===== src/rtl/md_div_sequencer.sv =====
// md_div_sequencer
//   Multi-cycle radix-2 restoring divider for the RV32M DIV/DIVU/REM/REMU
//   instructions. It sits beside the combinational M-extension ALU. It holds
//   the single-cycle core by gating the PC write enable until the result is
//   ready. It then presents the result together with a one-cycle write
//   qualifier.
//
// Ports
//   CPU_clk      core clock, rising edge
//   CPU_rst_n    asynchronous active-low reset
//   start        divide-class instruction present (level, held while stalled)
//   op           00 DIV, 01 DIVU, 10 REM, 11 REMU
//   Op1, Op2     dividend, divisor
//   CPU_PCWrite  global PC enable from the core top
//   PCWrite_out  gated PC enable toward the program counter
//   busy         high while iterating
//   wb_en        result-valid / register write qualifier
//   result       quotient or remainder, stable from DONE until replaced
module md_div_sequencer #(
  parameter int DATA_WIDTH   = 32,
  parameter int FAST_SPECIAL = 1
) (
  input  logic                  CPU_clk,
  input  logic                  CPU_rst_n,
  input  logic                  start,
  input  logic [1:0]            op,
  input  logic [DATA_WIDTH-1:0] Op1,
  input  logic [DATA_WIDTH-1:0] Op2,
  input  logic                  CPU_PCWrite,
  output logic                  PCWrite_out,
  output logic                  busy,
  output logic                  wb_en,
  output logic [DATA_WIDTH-1:0] result
);

  localparam int W  = DATA_WIDTH;
  localparam int CW = (W > 1) ? $clog2(W) : 1;
  localparam logic [CW-1:0] CNT_LAST = CW'(W - 1);
  localparam logic [W-1:0]  MOST_NEG = {1'b1, {(W-1){1'b0}}};

  typedef enum logic [1:0] {S_IDLE, S_RUN, S_DONE} state_t;

  state_t        state_q, state_d;
  logic [CW-1:0] cnt_q, cnt_d;
  logic [W-1:0]  dvd_q, dvd_d;      // remaining dividend bits, MSB first
  logic [W-1:0]  dvs_q, dvs_d;      // divisor magnitude
  logic [W-1:0]  quot_q, quot_d;
  logic [W-1:0]  rem_q, rem_d;
  logic          is_rem_q, is_rem_d;
  logic          qneg_q, qneg_d;
  logic          rneg_q, rneg_d;
  logic [W-1:0]  result_q, result_d;

  // ---------------------------------------------------------------------
  // Operand conditioning (only meaningful in IDLE when start is sampled)
  // ---------------------------------------------------------------------
  logic         is_signed, op1_neg, op2_neg, div_zero, overflow, special;
  logic [W-1:0] op1_abs, op2_abs, special_res;

  always_comb begin
    is_signed = ~op[0];
    op1_neg   = is_signed & Op1[W-1];
    op2_neg   = is_signed & Op2[W-1];
    // Negating the most-negative value wraps to itself, which is already
    // its correct unsigned magnitude.
    op1_abs   = op1_neg ? (~Op1 + 1'b1) : Op1;
    op2_abs   = op2_neg ? (~Op2 + 1'b1) : Op2;
    div_zero  = (Op2 == '0);
    overflow  = is_signed & (Op1 == MOST_NEG) & (&Op2);
    special   = div_zero | overflow;
    if (div_zero) begin
      special_res = op[1] ? Op1 : '1;
    end else begin
      // signed overflow: quotient is the dividend itself, remainder is 0
      special_res = op[1] ? '0 : Op1;
    end
  end

  // ---------------------------------------------------------------------
  // One restoring step
  // ---------------------------------------------------------------------
  logic [W:0]   shifted, diff;
  logic         qbit;
  logic [W-1:0] rem_step, quot_step, quot_fix, rem_fix, final_res;

  always_comb begin
    shifted   = {rem_q, dvd_q[W-1]};
    // The partial remainder is always below the divisor. So a set MSB of
    // this (W+1)-bit difference means the trial subtraction went negative.
    diff      = shifted - {1'b0, dvs_q};
    qbit      = ~diff[W];
    rem_step  = qbit ? diff[W-1:0] : shifted[W-1:0];
    quot_step = {quot_q[W-2:0], qbit};
    quot_fix  = qneg_q ? (~quot_step + 1'b1) : quot_step;
    rem_fix   = rneg_q ? (~rem_step + 1'b1) : rem_step;
    final_res = is_rem_q ? rem_fix : quot_fix;
  end

  // ---------------------------------------------------------------------
  // Next-state logic
  // ---------------------------------------------------------------------
  always_comb begin
    state_d  = state_q;
    cnt_d    = cnt_q;
    dvd_d    = dvd_q;
    dvs_d    = dvs_q;
    quot_d   = quot_q;
    rem_d    = rem_q;
    is_rem_d = is_rem_q;
    qneg_d   = qneg_q;
    rneg_d   = rneg_q;
    result_d = result_q;

    case (state_q)
      S_IDLE: begin
        if (start) begin
          is_rem_d = op[1];
          dvd_d    = op1_abs;
          dvs_d    = op2_abs;
          quot_d   = '0;
          rem_d    = '0;
          // On the slow path a zero divisor yields an all-ones magnitude.
          // That quotient must stay -1, so the sign flip is suppressed.
          qneg_d   = (op1_neg ^ op2_neg) & ~div_zero;
          rneg_d   = op1_neg;
          cnt_d    = CNT_LAST;
          if ((FAST_SPECIAL != 0) && special) begin
            result_d = special_res;
            state_d  = S_DONE;
          end else begin
            state_d  = S_RUN;
          end
        end
      end

      S_RUN: begin
        dvd_d  = dvd_q << 1;
        rem_d  = rem_step;
        quot_d = quot_step;
        cnt_d  = cnt_q - 1'b1;
        if (cnt_q == '0) begin
          result_d = final_res;
          state_d  = S_DONE;
        end
      end

      S_DONE: begin
        if (CPU_PCWrite) begin
          state_d = S_IDLE;
        end
      end

      default: state_d = S_IDLE;
    endcase
  end

  // ---------------------------------------------------------------------
  // State registers
  // ---------------------------------------------------------------------
  always_ff @(posedge CPU_clk or negedge CPU_rst_n) begin
    if (!CPU_rst_n) begin
      state_q  <= S_IDLE;
      cnt_q    <= '0;
      dvd_q    <= '0;
      dvs_q    <= '0;
      quot_q   <= '0;
      rem_q    <= '0;
      is_rem_q <= 1'b0;
      qneg_q   <= 1'b0;
      rneg_q   <= 1'b0;
      result_q <= '0;
    end else begin
      state_q  <= state_d;
      cnt_q    <= cnt_d;
      dvd_q    <= dvd_d;
      dvs_q    <= dvs_d;
      quot_q   <= quot_d;
      rem_q    <= rem_d;
      is_rem_q <= is_rem_d;
      qneg_q   <= qneg_d;
      rneg_q   <= rneg_d;
      result_q <= result_d;
    end
  end

  // ---------------------------------------------------------------------
  // Outputs
  // ---------------------------------------------------------------------
  // The PC is held during the accepting IDLE cycle and throughout RUN. It is
  // released in DONE so the PC advances in the same cycle as write-back.
  assign PCWrite_out = CPU_PCWrite &
                       ~(((state_q == S_IDLE) & start) | (state_q == S_RUN));
  assign busy        = (state_q == S_RUN);
  assign wb_en       = (state_q == S_DONE) & CPU_PCWrite;
  assign result      = result_q;

endmodule


===== config.mk =====
export PLATFORM = sky130hd
export DESIGN_NAME = md_div_sequencer
export DESIGN_NICKNAME = d
export VERILOG_FILES = /design/src/rtl/md_div_sequencer.sv
export SDC_FILE = /design/constraint.sdc
export NUM_CORES = 1
export LEC_CHECK = 0
export BUFFER_PORTS_ARGS = -buffer_cell sky130_fd_sc_hd__buf_2
export CAP_MARGIN = 15
export CORE_MARGIN = 2
export CORE_UTILIZATION = 56
export DETAILED_ROUTE_END_ITERATION = 8
export GPL_ROUTABILITY_DRIVEN = 0
export GPL_TIMING_DRIVEN = 0
export PLACE_DENSITY_LB_ADDON = 0.08
export SETUP_SLACK_MARGIN = 0.15
export SYNTH_ARGS = -nofsm -noshare
export SYNTH_HDL_FRONTEND = slang
export SYNTH_SLANG_ARGS = --single-unit

===== constraint.sdc =====
create_clock -name CPU_clk -period 4.55 [get_ports CPU_clk]
set_input_delay 0.6825 -clock CPU_clk [delete_from_list [all_inputs] [get_ports CPU_clk]]
set_output_delay 0.6825 -clock CPU_clk [all_outputs]
set_load 0.02 [all_outputs]

==> results.ini <==
[status]
status = completed

[synthesis]
ys_seq_area_share_pct = 32.8
synthFlopType = dfrtp_1
syn_avg_cell_area_um2 = 7.97
async_flop_share_pct = 100
synth.top_cell.area_share_pct = 32.8
syn_inst = 1618
synth_edf_count = 0
ys_types = 81
synth_commonest_cells = nand2_1, o21ai_0, dfrtp_1
synth_nets = 1728
synth_warnings = 0
yosysMostFrequentCell = nand2_1
syn_area_um2 = 12900
synth_top_area_cell = dfrtp_1
ys_seq_elements = 169
synthTopCellsByArea = dfrtp_1, o21ai_0, nand2_1

[routing]
ant_nets = 0
routedWlPerCell_um = 22.6
postRouteWirelength_um = 46700
drc = 0
vias = 13600
dr.pass1.iters = 7
first_iter_violations = 1718
via_per_inst = 6.60

[timing]
fmax_mhz = 223
tightest_slew_ps = 1170
fin_crit_ps = 4490
clock_skew_ps = 13.0
finalSetupViolCount = 0
maxSlewHeadroom_pct = 21.4
drv_slew = 0
rsz0062_at_grt = true
finalCritPeriodShare_pct = 98.7
hold_viol = 0

[finish]
nets = 1878
area.growth.synth_to_final_pct = 16.0
drive_gt1_share_pct = 14.3
antenna_cells = 0
finalNonFillerCells = 2066
post-route-util_pct = 66.1

[job]
max_cap_viol_count = 0

[clock_network]
cts_tree = built
cts_root_buf = clkbuf_16
clkLatencyLatePin_ps = 450
cts_max_level = 4
cts_num_sinks = 169
cts_buffers = 17
cts_hold_buffers = 0
clock_path_buffers = 2
cts.clk_slew.worst_paths_ps = 80

[floorplan]
floorplan.rows = 55
initial_utilization_pct = 56.9
io_pins = 105
die-area_um2 = 24300
die_h_um = 156
die_w_um = 156
core_region_area_um2 = 22600

[place]
io_buffers = 104
dpl.hpwl_um = 35000
place_inst = 2008

[global_routing]
antenna_found_initial = 0
grt_usage_pct = 38.4
grt_pass1_wl_um = 71600
globalRouteOverflowTotal = 0
grt_max_degree = 113
first_global_vias = 12800

[worst_setup_path]
crit_fanout = 5
critPathTopFamily = compound AO/OA/AOI/OAI gates
cp.arrival_ps = 4810
cp_num_buf_inv = 5
worstPathRequired_ps = 4870
start_kind = flop
critPathCaptureType = flop
crit_path_top_delay_cell = or4b_1
crit_type = flop to flop
cpPeakStageDelay_ps = 520
cp_cell_sequence = inv_2 -> ha_4 -> fa_2 -> nand2b_4 -> a211oi_4 -> a21oi_4 -> o21ai_4 -> a41oi_4 -> xnor2_4 -> inv_2 -> buf_8 -> buf_12 -> buf_12 -> a21oi_4 -> ha_4 -> o31ai_4 -> or4b_1 -> o31a_1 -> nor4b_2 -> a211oi_2

[worst_hold_path]
min_path_type = primary input to async pin

## layout make-up
| class | count | area (um^2) |
|---|---|---|
| Buffer | 97 | 465 |
| Clock buffer | 18 | 439 |
| Clock inverter | 14 | 173 |
| Fill cell | 1977 | 7680 |
| Inverter | 61 | 229 |
| Multi-Input combinational cell | 1291 | 8310 |
| Sequential cell | 169 | 4230 |
| Tap cell | 285 | 357 |
| Timing Repair Buffer | 131 | 761 |
## metrics by stage
stage	setup WS [ps]	area [um^2]	hold slack [ps]	setup TNS, ps
floorplan	156	13000	387	0
CTS	129	14800	173	0
detailed placement	-1100	13900	465	-18320
finish	58.0	15000	155	0
global placement	-1060	13900	458	-17690
global route	-64.0	15000	193	-64.0
## placed cells by master (no fill, tap or decap), types with 7 or more instances in the layout
cell type | Yosys | final
nand2b_1 | 19 | 17
or4_1 | 12 | 12
dfrtp_1 | 169 | 168
nor3_1 | 33 | 33
clkbuf_16 | 0 | 17
a21o_1 | 10 | 10
or3_1 | 17 | 16
inv_1 | 58 | 57
o221ai_1 | 9 | 9
o21ai_1 | 5 | 7
and2_1 | 10 | 10
a41oi_1 | 8 | 8
or2_2 | 8 | 8
nand3_1 | 87 | 87
buf_2 | 15 | 113
nand2_1 | 198 | 198
a22oi_1 | 31 | 31
mux2i_1 | 37 | 36
o21ai_0 | 187 | 184
ha_1 | 39 | 36
xnor2_1 | 67 | 66
nor2_1 | 106 | 105
nor4_1 | 13 | 13
clkbuf_1 | 73 | 71
buf_4 | 0 | 25
xor2_1 | 65 | 65
o41ai_1 | 11 | 9
a31oi_1 | 21 | 21
a21oi_1 | 99 | 93
nor2b_1 | 12 | 11
nand4_1 | 20 | 20
a21oi_2 | 3 | 7
a211oi_1 | 12 | 10
o31ai_1 | 26 | 23
o211ai_1 | 13 | 13
and3_1 | 9 | 9
## kinds of logic (layout without fill, tap and decap cells)
family	Yosys count	after routing	share of synthesized area, %
XOR/XNOR	133	133	9.09
buffers and inverters	158	321	4.86
AO/OA/AOI/OAI	501	501	24.4
flip-flops	169	169	32.8
AND/OR/NAND/NOR	574	574	21.5
multiplexers	43	43	3.40
adder cells (fa/ha/maj)	40	40	3.94
## flip-flops by register name (all words and copies together), names as in the netlist
| register | count |
|---|---|
| qneg_q | 1 |
| is_rem_q | 1 |
| dvd_q | 32 |
| quot_q | 31 |
| state_q | 2 |
| rneg_q | 1 |
| result | 32 |
| cnt_q | 5 |
| dvs_q | 32 |
| rem_q | 32 |
## per-layer routing
layer | routed length (um) | track usage (%) | vias to the layer above
li1 | - | - | 6200
met1 | 18700 | 51.7 | 6439
met2 | 19900 | 56.8 | 838
met3 | 5940 | 11.8 | 154
met4 | 2090 | 17.3 | 0
met5 | 0 | 0 | -
## final timing paths
kind	startpoint	end	slack, ps	cells after the start
worst max-delay path	dvd_q[31]	result[28]	60	20
worst min-delay path	CPU_rst_n	dvs_q[6]	150	1
worst max register to register	dvd_q[31]	result[28]	60	20
worst min register to register	result[5]	result[5]	480	2
max in group asynchronous	CPU_rst_n	result[13]	3440	2
min in group CPU_clk	CPU_PCWrite	state_q[1]	450	2
## repair_timing
action / 4_1_cts / 5_1_grt
setup buffers: 20 / 6
setup endpoints to repair: 55 / 29
pin swaps: 12 / 7
gates resized for setup: 23 / 33
Power is left out: the tool's default activity adds up to more than one toggle a clock period on the data nets, which glitch-free logic cannot reach.
